[src/rtl/traffic_pkg.sv]
// Shared types and light encodings for the intersection phase controller.
// Lights are {R,Y,G}; lights_for maps a state to the {ns,ew} light pair.
package traffic_pkg;

  typedef enum logic [2:0] {
    NS_GREEN  = 3'd0,
    NS_YELLOW = 3'd1,
    ALL_RED1  = 3'd2,
    EW_GREEN  = 3'd3,
    EW_YELLOW = 3'd4,
    ALL_RED2  = 3'd5,
    FLASH     = 3'd6
  } state_t;

  localparam logic [2:0] L_RED = 3'b100;
  localparam logic [2:0] L_YEL = 3'b010;
  localparam logic [2:0] L_GRN = 3'b001;
  localparam logic [2:0] L_OFF = 3'b000;

  function automatic logic [5:0] lights_for(state_t s, logic flash_on);
    case (s)
      NS_GREEN:  return {L_GRN, L_RED};
      NS_YELLOW: return {L_YEL, L_RED};
      EW_GREEN:  return {L_RED, L_GRN};
      EW_YELLOW: return {L_RED, L_YEL};
      FLASH:     return flash_on ? {L_YEL, L_YEL} : {L_OFF, L_OFF};
      default:   return {L_RED, L_RED};
    endcase
  endfunction

endpackage

[src/rtl/tick_gen.sv]
// Prescaler producing a registered one-cycle strobe every CLK_FREQ cycles.
// enable=0 holds the count and suppresses the strobe.
module tick_gen #(
  parameter int CLK_FREQ = 12000000
) (
  input  logic clk,
  input  logic rst_n,
  input  logic enable,
  output logic tick
);

  localparam int CW = (CLK_FREQ > 1) ? $clog2(CLK_FREQ) : 1;
  localparam logic [CW-1:0] TERM = CW'(CLK_FREQ - 1);

  logic [CW-1:0] cnt_q, cnt_d;
  logic          tick_q, tick_d;

  always_comb begin
    cnt_d  = cnt_q;
    tick_d = 1'b0;
    if (enable) begin
      if (cnt_q == TERM) begin
        cnt_d  = '0;
        tick_d = 1'b1;
      end else begin
        cnt_d = cnt_q + 1'b1;
      end
    end
  end

  always_ff @(posedge clk or negedge rst_n) begin
    if (!rst_n) begin
      cnt_q  <= '0;
      tick_q <= 1'b0;
    end else begin
      cnt_q  <= cnt_d;
      tick_q <= tick_d;
    end
  end

  assign tick = tick_q;

endmodule

[src/rtl/traffic_phase_ctrl.sv]
// Two-direction intersection sequencer with per-direction countdowns,
// time-sharing one external binary-to-BCD converter between the two counts.
module traffic_phase_ctrl
  import traffic_pkg::*;
#(
  parameter int CLK_FREQ = 12000000,
  parameter int T_GREEN  = 30,
  parameter int T_YELLOW = 3,
  parameter int T_ALLRED = 2
) (
  input  logic       clk,
  input  logic       rst_n,
  input  logic       enable,
  input  logic       flash_mode,
  input  logic [7:0] bcd_in,
  output logic [7:0] bin_out,
  output logic [2:0] ns_light,
  output logic [2:0] ew_light,
  output logic [7:0] ns_bcd,
  output logic [7:0] ew_bcd,
  output logic       tick
);

  if (T_GREEN < 1 || T_GREEN > 99 || T_YELLOW < 1 || T_YELLOW > 99 ||
      T_ALLRED < 1 || T_ALLRED > 99 ||
      T_GREEN + T_YELLOW + 2 * T_ALLRED > 99) begin : g_bad_timing
    $error("traffic_phase_ctrl: phase durations out of range");
  end

  localparam logic [7:0] TG = 8'(T_GREEN);
  localparam logic [7:0] TY = 8'(T_YELLOW);
  localparam logic [7:0] TA = 8'(T_ALLRED);

  state_t     state_q, state_d, next_normal;
  logic [7:0] phase_q, phase_d, dur_next;
  logic       flash_on_q, flash_on_d;
  logic       sel_q;
  logic [2:0] ns_light_q, ns_light_d, ew_light_q, ew_light_d;
  logic [7:0] ns_bcd_q, ns_bcd_d, ew_bcd_q, ew_bcd_d;
  logic [7:0] ns_cnt, ew_cnt;
  logic       step;

  tick_gen #(.CLK_FREQ(CLK_FREQ)) u_tick_gen (
    .clk    (clk),
    .rst_n  (rst_n),
    .enable (enable),
    .tick   (tick)
  );

  assign step = tick & enable;

  always_comb begin
    case (state_q)
      NS_GREEN:  next_normal = NS_YELLOW;
      NS_YELLOW: next_normal = ALL_RED1;
      ALL_RED1:  next_normal = EW_GREEN;
      EW_GREEN:  next_normal = EW_YELLOW;
      EW_YELLOW: next_normal = ALL_RED2;
      default:   next_normal = NS_GREEN;
    endcase
    case (next_normal)
      NS_YELLOW, EW_YELLOW: dur_next = TY;
      ALL_RED1, ALL_RED2:   dur_next = TA;
      default:              dur_next = TG;
    endcase
  end

  // Flash requests override everything, including a same-cycle terminal count.
  always_comb begin
    state_d    = state_q;
    phase_d    = phase_q;
    flash_on_d = flash_on_q;
    if (flash_mode) begin
      state_d = FLASH;
      if (state_q != FLASH) flash_on_d = 1'b0;
      else if (step)        flash_on_d = ~flash_on_q;
    end else if (state_q == FLASH) begin
      state_d    = ALL_RED2;
      phase_d    = TA;
      flash_on_d = 1'b0;
    end else if (step) begin
      if (phase_q == 8'd1) begin
        state_d = next_normal;
        phase_d = dur_next;
      end else begin
        phase_d = phase_q - 8'd1;
      end
    end
    {ns_light_d, ew_light_d} = lights_for(state_d, flash_on_d);
  end

  always_comb begin
    ns_cnt = 8'd0;
    ew_cnt = 8'd0;
    case (state_q)
      NS_GREEN:  begin ns_cnt = phase_q;                ew_cnt = phase_q + TY + TA;      end
      NS_YELLOW: begin ns_cnt = phase_q;                ew_cnt = phase_q + TA;           end
      ALL_RED1:  begin ns_cnt = phase_q + TG + TY + TA; ew_cnt = phase_q;                end
      EW_GREEN:  begin ew_cnt = phase_q;                ns_cnt = phase_q + TY + TA;      end
      EW_YELLOW: begin ew_cnt = phase_q;                ns_cnt = phase_q + TA;           end
      ALL_RED2:  begin ew_cnt = phase_q + TG + TY + TA; ns_cnt = phase_q;                end
      default:   begin ns_cnt = 8'd0;                   ew_cnt = 8'd0;                   end
    endcase
  end

  assign bin_out  = sel_q ? ew_cnt : ns_cnt;
  assign ns_bcd_d = sel_q ? ns_bcd_q : bcd_in;
  assign ew_bcd_d = sel_q ? bcd_in : ew_bcd_q;

  always_ff @(posedge clk or negedge rst_n) begin
    if (!rst_n) begin
      state_q    <= NS_GREEN;
      phase_q    <= TG;
      flash_on_q <= 1'b0;
      sel_q      <= 1'b0;
      ns_light_q <= L_GRN;
      ew_light_q <= L_RED;
      ns_bcd_q   <= 8'h00;
      ew_bcd_q   <= 8'h00;
    end else begin
      state_q    <= state_d;
      phase_q    <= phase_d;
      flash_on_q <= flash_on_d;
      sel_q      <= ~sel_q;
      ns_light_q <= ns_light_d;
      ew_light_q <= ew_light_d;
      ns_bcd_q   <= ns_bcd_d;
      ew_bcd_q   <= ew_bcd_d;
    end
  end

  assign ns_light = ns_light_q;
  assign ew_light = ew_light_q;
  assign ns_bcd   = ns_bcd_q;
  assign ew_bcd   = ew_bcd_q;

endmodule

[config.mk]
export PLATFORM = sky130hd
export DESIGN_NAME = traffic_phase_ctrl
export DESIGN_NICKNAME = d
export VERILOG_FILES = /design/src/rtl/traffic_pkg.sv /design/src/rtl/tick_gen.sv /design/src/rtl/traffic_phase_ctrl.sv
export SDC_FILE = /design/constraint.sdc
export NUM_CORES = 1
export LEC_CHECK = 0
export ABC_AREA = 1
export CAP_MARGIN = 20
export CORE_AREA = 2 2 117 96
export CTS_CLUSTER_SIZE = 25
export DETAILED_ROUTE_END_ITERATION = 8
export DIE_AREA = 0 0 119 98
export DONT_BUFFER_PORTS = 1
export PLACE_DENSITY = 0.52
export SLEW_MARGIN = 20
export SYNTH_ARGS = -nofsm -noshare
export SYNTH_HDL_FRONTEND = slang
export SYNTH_SLANG_ARGS = --single-unit
export TNS_END_PERCENT = 5
[constraint.sdc]
create_clock -name clk -period 1.8 [get_ports clk]
set_input_delay 0.18 -clock clk [delete_from_list [all_inputs] [get_ports clk]]
set_output_delay 0.18 -clock clk [all_outputs]
set_load 0.05 [all_outputs]
==> reports/metrics.csv <==
metric,value,unit
syn_inst,588,
die_y,98,um
mostFrequentLayoutCells,"172 x nand2_1, 70 x inv_1, 56 x buf_4, 54 x dfrtp_1, 48 x nor2_1",
die_area,11700,sq um
grt_pass1_wl,19700,um
final_max_slew_viol_count,0,
yosysWarningCount,0,
grt_max_degree,61,
num_vias,4018,
ys_ff_latch,60,
crit_path_max_incr_delay,0.46,ns
async_reset_ff_share,100,%
yosys.area_share.xor_xnor,2.77,%
initialDrtViolationCount,286,
worst_path_dominant_cell_family,flip-flops,
crit_start,phase_q[0],
drc_errors,0,
place_ws,-0.140,ns
grt.overflow.total,0,
synth_top_family_by_area,simple AND/OR/NAND/NOR gates,
drive_above_1_share,25.4,%
syn_area,4110,sq um
synth-simple-area-share,39.4,%
clockBufferDepth,2,
dpl.hpwl,8690,um
synth.distinct_cells,38,
initial_core_util,38.8,%
final_common_cell,nand2_1,
r2r_start,phase_q[1],
clock-sinks,60,
globalplace.congestion,0.888,
dp_cells,777,
whs_path_depth,2,
antenna_found_initial,0,
cts_tree,yes,
synth_fa_ha_area_share,2.74,%
powerDensity,765,nW/um^2
worst_path_max_delay_cell,dfrtp_1,
diodes,0,
r2r_cells,11,
slew_headroom,66.6,%
io_pins,43,
yosysSeqAreaShare,36.7,%
final_area,5360,sq um
stdcell_count,806,
setup_viol,11,
rrSetupSlack,-0.03,ns
hold_viol,0,
core,10600,sq um
status,finished with violations,
critPathArrivalTime,2.05,ns
required,1.62,ns
p_leak,2.74,nW
synth_edf_count,0,
syn_avg_cell_area,6.99,sq um
skew,0.00411,ns
synth_compound_gate_area_share,8.38,%
period_share,124,%
finalSetupTns,-2.82,ns
io_buffers,0,
cts-root-buf,clkbuf_16,
htree_levels,3,
worstPathBufferInverterCount,3,
layout_setup_ws,-0.434,ns
violations,setup timing,
path_cells,inv_2 > ha_4 > inv_1 > nor2_1 > nor2_1 > nand2_1 > o21ai_0 > o21ai_1 > nand2_2 > buf_12,
clkTransAtPathRegs,0.05,ns
cts_buffers,9,
die_w,119,um
cp_max_fo,4,
period_needed,2.23,ns
worst_slew_pin_slew,0.501,ns
holdPathEnd,ew_bcd[0],
area_delta_synth_final,30.5,%
syn_nets,609,
wl,11800,um
ys.flop_type,dfrtp_1,
crit_type,flip-flop to output pin,
ir_worst_vdd,0.762,mV
wl_per_cell,14.6,um
placementRows,34,
clk-insertion-delay-late,0.32,ns
hold_class,primary input to flip-flop,
grt_use_total,21.3,%
fin_nets,679,
maxCapViolations,0,
rsz0062_at_grt,true,
grt_pass1_vias,3961,
fin_util,50.6,%
worst_setup_path_start_kind,flip-flop,
worstHoldStart,bcd_in[0],
rr_endpoint,ns_light[1],
cp_common_cell,nor2_1,
viasPerCell,4.99,
post_dp_cell_area,4690,sq um
yosys-mux-area-fraction,0,%
first_pass_iters,5,
antenna_left,0,
clock.fmax,448,MHz
critical_path.endpoint_type,output pin,
==> layout make-up <==
cell class | instances | area, sq um
Fill cell | 1068 | 5230
Multi-Input combinational cell | 432 | 2380
Clock inverter | 5 | 100
Inverter | 83 | 320
Sequential cell | 60 | 1510
Clock buffer | 10 | 239
Tap cell | 144 | 180
Timing Repair Buffer | 72 | 631
==> power breakdown <==
group	switching, mW	internal (mW)
combinational	0.324	0.191
sequential	0.162	1.45
clock	0.596	1.38
total	1.08	3.02
==> synthesized netlist by cell type (7+ instances only) <==
| cell | instances | area share, % |
|---|---|---|
| o21ai_0 | 30 | 3.7 |
| inv_1 | 72 | 6.6 |
| nor2_2 | 8 | 1.2 |
| nor3_1 | 13 | 1.6 |
| nand3_2 | 9 | 2.2 |
| nand4_1 | 15 | 2.3 |
| nand2_1 | 191 | 17 |
| o22ai_1 | 9 | 1.4 |
| a21oi_1 | 12 | 1.5 |
| xor2_1 | 12 | 2.6 |
| ha_1 | 9 | 2.7 |
| inv_2 | 9 | 0.82 |
| nand3_1 | 38 | 4.6 |
| dfrtp_1 | 54 | 33 |
| nand2_2 | 7 | 1.1 |
| nor2_1 | 49 | 4.5 |
==> per-stage QoR <==
step | hold WS [ns] | power (mW)
6_report | 0.0216 | 4.10
4_1_cts | 0.00967 | 4.16
2_1_floorplan | -0.116 | 1.94
5_1_grt | 0.0318 | 4.31
3_5_place_dp | -0.113 | 2.08
3_3_place_gp | -0.113 | 2.07
==> cell families after synthesis <==
group / count (synthesis)
AND/OR/NAND/NOR: 347
buffers and inverters: 96
AO/OA/AOI/OAI: 63
flip-flops: 60
XOR/XNOR: 13
adder cells (fa/ha/maj): 9
==> worst max path at each step <==
stage | to | slack, ns | depth (start not counted)
after floorplan | bin_out[3] | -0.06 | 9
after global placement | bin_out[2] | -0.17 | 10
after detailed placement | bin_out[3] | -0.14 | 9
after CTS | bin_out[5] | -0.40 | 9
after global routing | bin_out[2] | -0.55 | 10
final | bin_out[2] | -0.43 | 10
==> layer usage <==
layer  part of all wire [%]  vias to the layer above  global-route usage [%]  wire (um)
li1                       -                     2009                       -          -
met1                     49                     1857                    30.4       5760
met2                     43                      141                    32.1       5080
met3                    7.0                       11                    4.85        824
met4                    1.1                        0                    6.68        130
met5                      0                        -                       0          0
==> registers in the layout, summed over array words and instances (netlist names) <==
register / flops
state_q: 3
u_tick_gen.tick: 1
ew_bcd: 8
ns_bcd: 8
ew_light: 3
u_tick_gen.cnt_q: 24
ns_light: 3
sel_q: 1
flash_on_q: 1
phase_q: 8
==> timing repair <==
action | in CTS | in global routing
endpoints found under the hold margin | 77 | 0
buffers inserted | 2 | 1
pin swaps | 12 | 15
endpoints found under the setup margin | 14 | 20
hold buffers | 11 | 0
gates resized for setup | 29 | 20
Note: power is estimated with default switching activity, not from simulation.
